===== config.mk =====
export PLATFORM = sky130hd
export DESIGN_NAME = blink_sequencer_flat
export DESIGN_NICKNAME = d
export VERILOG_FILES = /design/src/rtl/blink_sequencer_if.sv /design/src/rtl/blink_sequencer.sv /design/src/flat_wrapper.sv
export SDC_FILE = /design/constraint.sdc
export NUM_CORES = 1
export LEC_CHECK = 0
export ABC_AREA = 0
export BUFFER_PORTS_ARGS = -buffer_cell sky130_fd_sc_hd__buf_2
export CORE_MARGIN = 2
export CORE_UTILIZATION = 35
export DETAILED_ROUTE_END_ITERATION = 7
export GPL_TIMING_DRIVEN = 0
export PLACE_DENSITY = 0.63
export SLEW_MARGIN = 15
export SYNTH_ARGS = -nofsm -noshare
export SYNTH_HDL_FRONTEND = slang
export SYNTH_SLANG_ARGS = --single-unit
export TNS_END_PERCENT = 1

===== constraint.sdc =====
create_clock -name i_clk -period 2.1 [get_ports i_clk]
set_clock_uncertainty 0.05 [all_clocks]
set_input_delay 0.315 -clock i_clk [delete_from_list [all_inputs] [get_ports i_clk]]
set_output_delay 0.315 -clock i_clk [all_outputs]
set_load 0.005 [all_outputs]

===== src/rtl/blink_sequencer_if.sv =====
// Control-side bundle for blink_sequencer: tick/start/config in, LED/status out.
// i_pause exists only when BLINK_PAUSE_EN is defined.
interface blink_sequencer_if #(
  parameter int PH_W  = 4,
  parameter int CNT_W = 4
);
  logic             i_tick;
  logic             i_start;
  logic [PH_W-1:0]  i_on_ticks;
  logic [PH_W-1:0]  i_off_ticks;
  logic [CNT_W-1:0] i_blinks;
`ifdef BLINK_PAUSE_EN
  logic             i_pause;
`endif
  logic             o_led;
  logic             o_busy;
  logic             o_done;
  logic [CNT_W-1:0] o_blink_cnt;

  modport master (
    output i_tick, i_start, i_on_ticks, i_off_ticks, i_blinks,
`ifdef BLINK_PAUSE_EN
    output i_pause,
`endif
    input  o_led, o_busy, o_done, o_blink_cnt
  );

  modport slave (
    input  i_tick, i_start, i_on_ticks, i_off_ticks, i_blinks,
`ifdef BLINK_PAUSE_EN
    input  i_pause,
`endif
    output o_led, o_busy, o_done, o_blink_cnt
  );
endinterface


===== src/rtl/blink_sequencer.sv =====
// Turns timebase ticks into N LED blinks of programmed ON/OFF tick lengths.
// Optional feature: define BLINK_PAUSE_EN to add i_pause, which freezes a running sequence.
module blink_sequencer #(
  parameter int PH_W  = 4,
  parameter int CNT_W = 4
) (
  input  logic               i_clk,
  input  logic               i_rst,
  blink_sequencer_if.slave   bus
);

  typedef enum logic [1:0] {S_IDLE, S_ON, S_OFF, S_DONE} state_t;

  state_t           state, state_next;
  logic [PH_W-1:0]  ph_cnt, ph_next;
  logic [CNT_W-1:0] cnt_q, cnt_next;
  logic [PH_W-1:0]  on_q, off_q;
  logic [CNT_W-1:0] blinks_q;
  logic             load;
  logic             tick_en;
  logic             last_blink;
  logic             led_q, busy_q, done_q;

`ifdef BLINK_PAUSE_EN
  // Gating the tick alone is enough: ON/OFF only advance on ticks, IDLE/DONE ignore them.
  assign tick_en = bus.i_tick & ~bus.i_pause;
`else
  assign tick_en = bus.i_tick;
`endif

  assign last_blink = ({1'b0, cnt_q} + (CNT_W+1)'(1)) == {1'b0, blinks_q};

  // NOTE: every variable gets a default before the case, so no path leaves one unassigned and no latch is inferred.
  always_comb begin
    state_next = state;
    ph_next    = ph_cnt;
    cnt_next   = cnt_q;
    load       = 1'b0;
    case (state)
      S_IDLE: begin
        if (bus.i_start) begin
          load     = 1'b1;
          ph_next  = '0;
          cnt_next = '0;
          state_next = (bus.i_blinks == '0 || bus.i_on_ticks == '0) ? S_DONE : S_ON;
        end
      end
      S_ON: begin
        if (tick_en) begin
          if (ph_cnt == on_q - PH_W'(1)) begin
            ph_next  = '0;
            cnt_next = cnt_q + CNT_W'(1);
            if (last_blink)        state_next = S_DONE;
            else if (off_q == '0)  state_next = S_ON;
            else                   state_next = S_OFF;
          end else begin
            ph_next = ph_cnt + PH_W'(1);
          end
        end
      end
      S_OFF: begin
        if (tick_en) begin
          if (ph_cnt == off_q - PH_W'(1)) begin
            ph_next    = '0;
            state_next = S_ON;
          end else begin
            ph_next = ph_cnt + PH_W'(1);
          end
        end
      end
      S_DONE:  state_next = S_IDLE;
      default: state_next = S_IDLE;
    endcase
  end

  // NOTE: sequential state uses non-blocking assignments so every flop samples pre-edge values.
  always_ff @(posedge i_clk) begin
    if (i_rst) begin
      state    <= S_IDLE;
      ph_cnt   <= '0;
      cnt_q    <= '0;
      on_q     <= '0;
      off_q    <= '0;
      blinks_q <= '0;
      led_q    <= 1'b0;
      busy_q   <= 1'b0;
      done_q   <= 1'b0;
    end else begin
      state  <= state_next;
      ph_cnt <= ph_next;
      cnt_q  <= cnt_next;
      if (load) begin
        on_q     <= bus.i_on_ticks;
        off_q    <= bus.i_off_ticks;
        blinks_q <= bus.i_blinks;
      end
      // Outputs are decoded from the next state so they change on the same edge as the state.
      led_q  <= (state_next == S_ON);
      busy_q <= (state_next == S_ON) || (state_next == S_OFF);
      done_q <= (state_next == S_DONE);
    end
  end

  assign bus.o_led       = led_q;
  assign bus.o_busy      = busy_q;
  assign bus.o_done      = done_q;
  assign bus.o_blink_cnt = cnt_q;

endmodule


===== src/flat_wrapper.sv =====
// flat-port wrapper written by rule: the top's interface ports become plain ports
module blink_sequencer_flat 
#(
  parameter int PH_W  = 4,
  parameter int CNT_W = 4
)
  (i_clk, i_rst, bus_i_tick, bus_i_start, bus_i_on_ticks, bus_i_off_ticks, bus_i_blinks, bus_o_led, bus_o_busy, bus_o_done, bus_o_blink_cnt);
  blink_sequencer_if #(.PH_W(PH_W), .CNT_W(CNT_W)) bus_i ();
  input  logic i_clk;
  input  logic i_rst;
  input wire logic [$bits(bus_i.i_tick)-1:0] bus_i_tick;
  input wire logic [$bits(bus_i.i_start)-1:0] bus_i_start;
  input wire logic [$bits(bus_i.i_on_ticks)-1:0] bus_i_on_ticks;
  input wire logic [$bits(bus_i.i_off_ticks)-1:0] bus_i_off_ticks;
  input wire logic [$bits(bus_i.i_blinks)-1:0] bus_i_blinks;
  output wire logic [$bits(bus_i.o_led)-1:0] bus_o_led;
  output wire logic [$bits(bus_i.o_busy)-1:0] bus_o_busy;
  output wire logic [$bits(bus_i.o_done)-1:0] bus_o_done;
  output wire logic [$bits(bus_i.o_blink_cnt)-1:0] bus_o_blink_cnt;
  assign bus_i.i_tick = bus_i_tick;
  assign bus_i.i_start = bus_i_start;
  assign bus_i.i_on_ticks = bus_i_on_ticks;
  assign bus_i.i_off_ticks = bus_i_off_ticks;
  assign bus_i.i_blinks = bus_i_blinks;
  assign bus_o_led = bus_i.o_led;
  assign bus_o_busy = bus_i.o_busy;
  assign bus_o_done = bus_i.o_done;
  assign bus_o_blink_cnt = bus_i.o_blink_cnt;
  blink_sequencer #(.PH_W(PH_W), .CNT_W(CNT_W)) u_core (.i_clk(i_clk), .i_rst(i_rst), .bus(bus_i));
endmodule

# Word-level counts from Yosys, hierarchy flattened
# Index checks and enable logic that the tools add are counted.
[word_totals]
ff_bits = 25
in_bits = 16
output_inout_bits = 7
word_cells = 57
[classes]
add_sub_neg = 5
n_eq_ne = 13
muxes = 20
reduce_logical = 10
[ops]
columns = ["operator", "count"]
rows = [
  ["$mux W4", 7],
  ["$mux W2", 8],
  ["$logic_not A4 Y1", 3],
  ["$pmux W4 S3", 1],
  ["$add A4 B1 Y4 const B", 2],
  ["$eq A2 B2 Y1 const B", 4],
  ["$eq A4 B4 Y1", 2],
  ["$pmux W2 S4", 1],
  ["$pmux W4 S2", 1],
  ["$reduce_and A4 Y1", 2],
  ["$sub A4 B1 Y4 const B", 2],
  ["$ne A2 B2 Y1 const B", 3],
  ["$add A4 B1 Y5 const B", 1],
  ["$eq A5 B4 Y1", 1],
  ["$eq A2 B1 Y1 const B", 2],
  ["$reduce_bool A3 Y1", 1],
  ["$logic_not A2 Y1", 1],
  ["$logic_or A1 B1 Y1", 2],
  ["$mux W1", 2],
  ["$ne A2 B1 Y1 const B", 1],
  ["$reduce_bool A2 Y1", 1],
]

# Depth between registers and ports, before layout
# Gate-level depths: netlist of the first run.
[logic_depth]
ltp_word = 8
mapped_depth = 10
ltp_nobuf = 10

# Worst setup path before layout of the first run
# No wires, ideal clock.
[synth_path]
path_type = "register to register"
startpoint = "register u_core.on_q[0]"
endpoint = "register u_core.busy_q (netlist: u_core.bus.o_busy)"
setup_ps = 126
arrival_ps = 2040
required_ps = 1924
path_slack_ps = -117
path_stages_with_launch = 10
path_buffers = 0
period_less_slack_ps = 2217
path_cell_list = "dfxtp_1 > inv_1 > ha_1 > xnor2_1 > nor3_2 > and4_1 > a2111oi_1 > nor2_1 > ha_1 > nor2_1"
[synth_via]
elab_chain_cells = 7
word_cells_on_any_way = 8
cone_classes = "add/sub: 1; eq/ne: 3; mux: 3; reduce/logical: 1"
[synth_lines]
columns = ["item", "line", "text"]
rows = [
  ["start: declaration", "blink_sequencer.sv:17", "logic [PH_W-1:0] on_q, off_q;"],
  ["start signal: assignment", "blink_sequencer.sv:93", "on_q <= bus.i_on_ticks;"],
  ["$sub A4 B1 Y4 (*)", "blink_sequencer.sv:50", "if (ph_cnt == on_q - PH_W'(1)) begin"],
  ["$eq A4 B4 Y1 (*)", "blink_sequencer.sv:50", ""],
  ["$mux W2 (*)", "blink_sequencer.sv:50", ""],
  ["$mux W2 (*)", "blink_sequencer.sv:49", "if (tick_en) begin"],
  ["$pmux W2 S4 (*)", "blink_sequencer.sv:39", "case (state)"],
  ["$eq A2 B1 Y1 / $eq A2 B2 Y1 (equally long branches)", "blink_sequencer.sv:99", "busy_q <= (state_next == S_ON) || (state_next == S_OFF);"],
  ["$logic_or A1 B1 Y1 (*)", "blink_sequencer.sv:99", ""],
  ["end signal: assignment", "blink_sequencer.sv:99", ""],
  ["end: declaration", "blink_sequencer.sv:22", "logic led_q, busy_q, done_q;"],
]
# Mark *: on every way between the ends. The rest lies on a longest branch, timed or not.
# A chain may end at the register's enable or synchronous reset.

# Final worst setup path of the first run
[layout_path]
startpoint = "register u_core.ph_cnt[2]"
endpoint = "register u_core.busy_q (netlist: u_core.bus.o_busy)"
[layout_via]
elab_chain_cells = 6
word_cells_on_any_way = 10
cone_classes = "eq/ne: 4; mux: 5; reduce/logical: 1"
[layout_lines]
columns = ["item", "line", "text"]
rows = [
  ["start: declaration", "blink_sequencer.sv:15", "logic [PH_W-1:0] ph_cnt, ph_next;"],
  ["start signal: assignment", "blink_sequencer.sv:90", "ph_cnt <= ph_next;"],
  ["$eq A4 B4 Y1, on equally long branches", "blink_sequencer.sv:63, blink_sequencer.sv:50", ""],
  ["$mux W2, on equally long branches", "blink_sequencer.sv:63, blink_sequencer.sv:50", ""],
  ["$mux W2, on equally long branches", "blink_sequencer.sv:62, blink_sequencer.sv:49", ""],
  ["$pmux W2 S4 (*)", "blink_sequencer.sv:39", ""],
  ["$eq A2 B1 Y1 / $eq A2 B2 Y1 (equally long branches)", "blink_sequencer.sv:99", ""],
  ["$logic_or A1 B1 Y1 (*)", "blink_sequencer.sv:99", ""],
]
# Marked as above.

==> results of run 1 <==
==> timing repair <==
item | CTS | global route
buffers inserted | 2 | 0
endpoints found under the setup margin | 4 | 8
pin swaps | 2 | 1
gates resized for setup | 7 | 8
==> critical path: stages, from the launching register on <==
cell and delay (ns):
dfxtp_1 0.31, buf_6 0.12, xor3_1 0.35, nor3_2 0.26, nand3_2 0.11, o31a_1 0.27
a311o_1 0.31, nand2_1 0.08, ha_1 0.22, nor2_1 0.09
==> per-layer routing <==
metal  GRT usage  up-vias  share of wire
met2       0.205       24           0.44
met4      0.0523        0          0.016
met1       0.177      592           0.51
met3      0.0292        5          0.039
met5           0        -              0
li1            -      682              -
==> metrics by stage <==
stage,setup WS (ns),power [uW],instance area [um2],utilization,cells
floorplan,-0.0474,1230,1490,-,181
global placement,-0.218,1400,1660,0.412,253
detailed placement,-0.236,1410,1660,0.412,253
CTS,-0.126,1720,1740,0.431,259
global route,-0.248,1930,1790,0.443,259
finish,-0.135,1790,1790,0.443,259
==> logic make-up after synthesis <==
| group | count (synthesis) |
|---|---|
| buffers and inverters | 16 |
| flip-flops | 25 |
| multiplexers | 2 |
| adder cells (fa/ha/maj) | 10 |
| XOR/XNOR | 16 |
| AND/OR/NAND/NOR | 78 |
| AO/OA/AOI/OAI | 34 |
==> worst max path at each step <==
stage | startpoint | end | depth (start not counted)
after floorplan | u_core.on_q[0] | u_core.bus.o_busy | 10
after global placement | u_core.on_q[0] | u_core.bus.o_busy | 10
after detailed placement | u_core.on_q[0] | u_core.bus.o_busy | 10
after CTS | u_core.ph_cnt[2] | u_core.bus.o_busy | 9
after global routing | u_core.ph_cnt[2] | u_core.bus.o_busy | 9
final | u_core.ph_cnt[2] | u_core.bus.o_busy | 9
==> where the power goes <==
| group | internal (uW) | switching [uW] | total, uW |
|---|---|---|---|
| combinational | 390 | 476 | 866 |
| clock | 133 | 156 | 289 |
| sequential | 558 | 73.5 | 631 |
| total | 1080 | 705 | 1790 |
==> cell usage after synthesis <==
cell,number
nand3_1,6
a2111oi_1,1
o32ai_1,1
nand3b_1,2
nand3_2,1
dfxtp_1,25
nor2_1,8
and3b_1,1
nand4b_1,1
ha_1,10
and4_1,1
a311oi_1,1
o21ai_0,2
xor2_1,4
a21oi_1,17
nor3_1,7
o21ba_2,1
xor3_1,2
nor4_1,2
nor3_2,1
o22ai_1,1
xnor2_1,10
buf_6,1
nor3b_1,1
nand2_1,38
inv_1,10
nor2b_1,2
mux2_2,1
o21bai_1,1
nand2b_1,2
o211ai_1,1
a22oi_1,1
a21boi_0,1
and4b_1,1
and2_1,4
o311a_1,1
mux2i_1,1
a31oi_1,3
clkbuf_1,5
a311o_1,1
o31a_1,1
==> state kept, by name, summed over array words and instances, names as in the netlist <==
register and flops:
u_core.blinks_q 4, u_core.bus.o_busy 1, u_core.off_q 4, u_core.ph_cnt 4, u_core.bus.o_blink_cnt 4, u_core.bus.o_led 1, u_core.bus.o_done 1, u_core.on_q 4
u_core.state 2
==> layout make-up <==
type / count / area (um2) / area share
Buffer: 6 / 31.3 / 0.0175
Clock buffer: 3 / 41.3 / 0.0231
Clock inverter: 1 / 5.00 / 0.00280
Inverter: 10 / 37.5 / 0.0210
Multi-Input combinational cell: 140 / 977 / 0.547
Sequential cell: 25 / 507 / 0.284
Tap cell: 50 / 62.6 / 0.0350
Timing Repair Buffer: 24 / 125 / 0.0700
==> cell usage in the layout, fill, tap and decap left out, types with 2 or more instances in the layout <==
| cell | synthesis | routed |
|---|---|---|
| dfxtp_2 | 0 | 5 |
| nand3_1 | 6 | 6 |
| xor3_1 | 2 | 2 |
| nand2b_1 | 2 | 2 |
| xnor2_1 | 10 | 10 |
| a31oi_1 | 3 | 3 |
| dfxtp_1 | 25 | 20 |
| and2_1 | 4 | 4 |
| nor2b_1 | 2 | 2 |
| ha_1 | 10 | 8 |
| nand3b_1 | 2 | 2 |
| nand2_1 | 38 | 38 |
| a21oi_1 | 17 | 16 |
| inv_1 | 10 | 10 |
| o21ai_0 | 2 | 2 |
| nor2_1 | 8 | 8 |
| xor2_1 | 4 | 4 |
| nor3_1 | 7 | 5 |
| nor4_1 | 2 | 2 |
| buf_4 | 0 | 2 |
| clkbuf_8 | 0 | 3 |
| clkbuf_1 | 5 | 4 |
| nor3_2 | 1 | 3 |
| buf_2 | 0 | 22 |
==> metrics.txt, run 1 <==
WHS Endpoint=u_core.off_q[0]; die width=69.0 um; Setup-failing EPs final=2; Hold Fails Final Rpt=0; die area=4770 um2; Synth Area in Compound Gates=0.146; reg2reg setup slack=-0.14 ns; vias in the first global route=1139; register area share after synthesis=0.338; CP Max Fanout=6; CTS Root Buffer Type=clkbuf_8; Tmin final=2.24 ns; cells after synthesis=181; status=finished with violations; Residual DRC=0; post-DP HPWL=2.31 mm; clock sink count=25; max-slew violations=0; Num CTS Buffers=3; synth-to-layout area growth=20.7%; CP Launch Type=flip-flop; H-tree depth=1; Layout Nets=236; CP required=2.26 ns; setup TNS=-0.187 ns; slew margin rel.=0.616; clock tree buffer depth=2; setup ws final=-0.135 ns; Hold Worst Slack=0.210 ns; largest net degree at the start of global routing=15; initial antenna violation count=0; I/O pin cnt=23; XOR/XNOR share of the synthesized area=0.115; Cell Pwr Density=1000 nW/um2; synth warn=0; Worst-Skew Late Latency=0.27 ns; Post-Route WL=3.09 mm; area leader, netlist=dfxtp_1; WHS Path Cells=3; Max Cap Violations=0; wire per inst=11.9 um; WS Path Type=flip-flop to flip-flop; flops & latches, synth=25; Hold Startpoint=bus_i_off_ticks[0]; Tcrit/Tclk final=1.06; Slew @ Worst Pin=0.573 ns; core outline area=4030 um2; mux share of post-synthesis cell area=0.0144; total gr overflow=0; post-route ant nets=0; adder-cell share of the synthesized area=0.0845; WP data arrival=2.40 ns; Post-Synth Simple-Gate Area=0.256; violated checks=negative setup slack; Port Buf Inserts=22; RSZ-0062 raised after global routing=true; Starting Density=0.367; Ant. Diodes=0; DR iter-0 viols=50; min-delay worst type=input port to flip-flop; syn nets=207; main combinational cell family by area after synthesis=simple AND/OR/NAND/NOR gates; RR Endpoint=u_core.bus.o_busy; Peak Freq=447 MHz; filler instances=421; GP Congestion=0.785; via/cell ratio=5.03; Mapped Avg Cell Area=8.18 um2; first-pass GRT wire length=5.13 mm; drt first pass iters=4; vias post-DR=1303; RR Startpoint=u_core.ph_cnt[2]; row cnt=23; layout cells sized above 1=0.230; post-synth top area share=0.338; CP endpoint kind=flip-flop; static leakage=0.000710 uW; Netlist Area Pre-Place=1480 um2; CTS tree=done; worst reg2reg path depth=9; CTS Hold Buffers Added=0; total track usage=0.132; clock slew at reported path FFs=0.09 ns; Max IR drop VDD=472 uV; Die Span Y=69.0 um; Netlist cell types=41; synth top area cells=dfxtp_1 (34%), nand2_1 (9.6%), ha_1 (8.5%), xnor2_1 (5.9%), a21oi_1 (5.7%)
Power figures use the tool's default switching activity.
==> run 2: changes to the inputs <==
--- a/config.mk
+++ b/config.mk
@@ -12,6 +12,7 @@
 export DETAILED_ROUTE_END_ITERATION = 7
 export GPL_TIMING_DRIVEN = 0
 export PLACE_DENSITY = 0.63
+export SETUP_SLACK_MARGIN = 0.15
 export SLEW_MARGIN = 15
 export SYNTH_ARGS = -nofsm -noshare
 export SYNTH_HDL_FRONTEND = slang
==> run 2 against run 1 <==
  * The run still ends with negative setup slack left
  * Clock power hardly changed
  * Count of clock-buffer cells in the layout stayed put
  * Combinational power grew 2.4%
  * Core utilization increased by 0.47 points
  * Via count is 0.61% higher
  * Critical path type unchanged
==> metrics.txt, run 2 (synthesis gave the netlist of run 1 again) <==
Peak Freq=447 MHz (-0.17%); RSZ-0062 raised after global routing=true; Post-Route WL=3.10 mm (+0.39%); Setup-failing EPs final=2 (unchanged); via/cell ratio=5.06 (+0.61%); Layout Nets=236 (unchanged); Residual DRC=0 (unchanged); Die Span Y=69.0 um (unchanged); WHS Endpoint=u_core.off_q[0]; CP endpoint kind=flip-flop; most frequent cells in the layout=nand2_1 (38), buf_2 (22), dfxtp_1 (19); Worst-Skew Late Latency=0.28 ns (about the same); Ant. Diodes=0 (unchanged); non-filler cells, final=259 (unchanged); min-delay worst type=input port to flip-flop; CP required=2.26 ns (about the same); critical path depth=9 (unchanged); placed insts=253 (unchanged); CTS Root Buffer Type=clkbuf_8; CTS Hold Buffers Added=0 (unchanged); Switching Power=719 uW (+2.0%); clock tree buffer depth=2 (unchanged); max-slew violations=0 (unchanged); setup ws final=-0.139 ns (-0.00374 ns); Comb power frac=0.490 (+0.005); worst reg2reg path depth=9 (unchanged); layout cells sized above 1=0.239 (+0.00957); Int Pwr=1090 uW (+1.0%); Slew @ Worst Pin=0.587 ns (+0.0138 ns); initial antenna violation count=0 (unchanged); Top delay family on crit path=compound AO/OA/AOI/OAI gates; die area=4770 um2 (unchanged); reg2reg setup slack=-0.14 ns (about the same); Hold Fails Final Rpt=0 (unchanged); DR iter-0 viols=55 (+10%); post-route ant nets=0 (unchanged); GP Congestion=0.785 (unchanged); Starting Density=0.367 (unchanged); setup TNS=-0.194 ns (-0.00712 ns); status=finished with violations; wire per inst=12.0 um (+0.39%); synth-to-layout area growth=22.0%; WHS Path Cells=3 (unchanged); Place WS=-0.236 ns (unchanged); total power=1810 uW (+1.4%); slew margin rel.=0.607 (-0.00923); Tcrit/Tclk final=1.07 (+0.00178); post-DP HPWL=2.31 mm (unchanged); Max IR drop VDD=481 uV (+2.0%); slowest cell delay on critical path=0.35 ns (about the same); drt first pass iters=4 (unchanged); H-tree depth=1 (unchanged); core outline area=4030 um2 (unchanged); Max Cap Violations=0 (unchanged); Cell Pwr Density=1000 nW/um2 (+0.35%); CP Launch Type=flip-flop; Hold Startpoint=bus_i_off_ticks[0]; I/O pin cnt=23 (unchanged); WS Path Type=flip-flop to flip-flop; row cnt=23 (unchanged); die width=69.0 um (unchanged); Clk pwr share=0.161 (about the same); largest net degree at the start of global routing=15 (unchanged); switching part of the total=0.397 (+0.00222); static leakage=0.000715 uW (+0.69%); Seq pwr share=0.349 (-0.005); WP buf/inv=1 (unchanged); Port Buf Inserts=22 (unchanged); Critical Path, Cell by Cell=buf_6 -> xor3_1 -> nor3_2 -> nand3_2 -> o31a_1 -> a311o_1 -> nand2_1 -> ha_1 -> nor2_1; total track usage=0.133 (+0.000915); vias post-DR=1311 (+0.61%); Slowest cell on crit path=xor3_1; Hold Worst Slack=0.209 ns (-0.00124 ns); Tmin final=2.24 ns (+0.00374 ns); RR Startpoint=u_core.ph_cnt[2]; CTS tree=done; commonest non-fill, non-tap cell in the layout=nand2_1; clock sink count=25 (unchanged); WP data arrival=2.40 ns (about the same); CP Max Fanout=6 (unchanged); first-pass GRT wire length=5.17 mm (+0.82%); violated checks=negative setup slack; total gr overflow=0 (unchanged); RR Endpoint=u_core.bus.o_busy; vias in the first global route=1147 (+0.70%); Num CTS Buffers=3 (unchanged); clock slew at reported path FFs=0.09 ns (about the same); filler instances=413 (-1.9%)
## run 2: layout make-up
class,instances,area [um2],share of cell area
multi-input cells,140,995,0.551
flip-flops and latches,25,508,0.281
well taps,50,62.6,0.0347
clock buffers,3,41.3,0.0229
clock inverters,1,5.00,0.00277
inverters,10,37.5,0.0208
repair buffers,24,125,0.0693
plain buffers,6,31.3,0.0173
## run 2: layer usage
layer | GRT usage | up-vias | wire length (um)
li1 | - | 681 | -
met4 | 0.0523 | 0 | 48
met3 | 0.0292 | 5 | 93
met2 | 0.208 | 18 | 1380
met5 | 0 | - | 0
met1 | 0.177 | 607 | 1580
## run 2: how the worst max path moves through the flow
stage	from	endpoint	slack, ns
6_report	u_core.ph_cnt[2]	u_core.bus.o_busy	-0.14
3_3_place_gp	u_core.on_q[0]	u_core.bus.o_busy	-0.22
2_1_floorplan	u_core.on_q[0]	u_core.bus.o_busy	-0.05
3_5_place_dp	u_core.on_q[0]	u_core.bus.o_busy	-0.24
4_1_cts	u_core.ph_cnt[2]	u_core.bus.o_busy	-0.13
5_1_grt	u_core.off_q[2]	u_core.bus.o_busy	-0.26
## run 2: timing repair
| action | CTS | global route |
|---|---|---|
| pin swaps | 3 | 1 |
| setup buffers | 2 | 0 |
| setup endpoints to repair | 10 | 13 |
| gates resized for setup | 10 | 8 |
| endpoints found under the hold margin | 0 | 0 |
## run 2: worst reg2reg max path, delay by kind of cell (launching register included)
kind                       cells  cell delay, ns
and+or+nand+nor                4            0.54
xor gates and xnor gates       1            0.35
AOI/OAI and AO/OA              2            0.58
buffers and inverters          1            0.12
DFF                            1            0.32
adders and majority gates      1            0.22
## run 2: power by group through the flow
stage | clock (uW) | sequential [uW] | combinational [uW]
after floorplan | 0 | 622 | 610
after global placement | 0 | 638 | 763
after detailed placement | 0 | 638 | 769
after CTS | 302 | 628 | 816
after global routing | 320 | 644 | 993
final | 291 | 633 | 887
## run 2: stage by stage
stage	util	instance area [um2]
floorplan	-	1490
global placement	0.412	1660
detailed placement	0.412	1660
CTS	0.435	1750
global route	0.448	1810
finish	0.448	1810
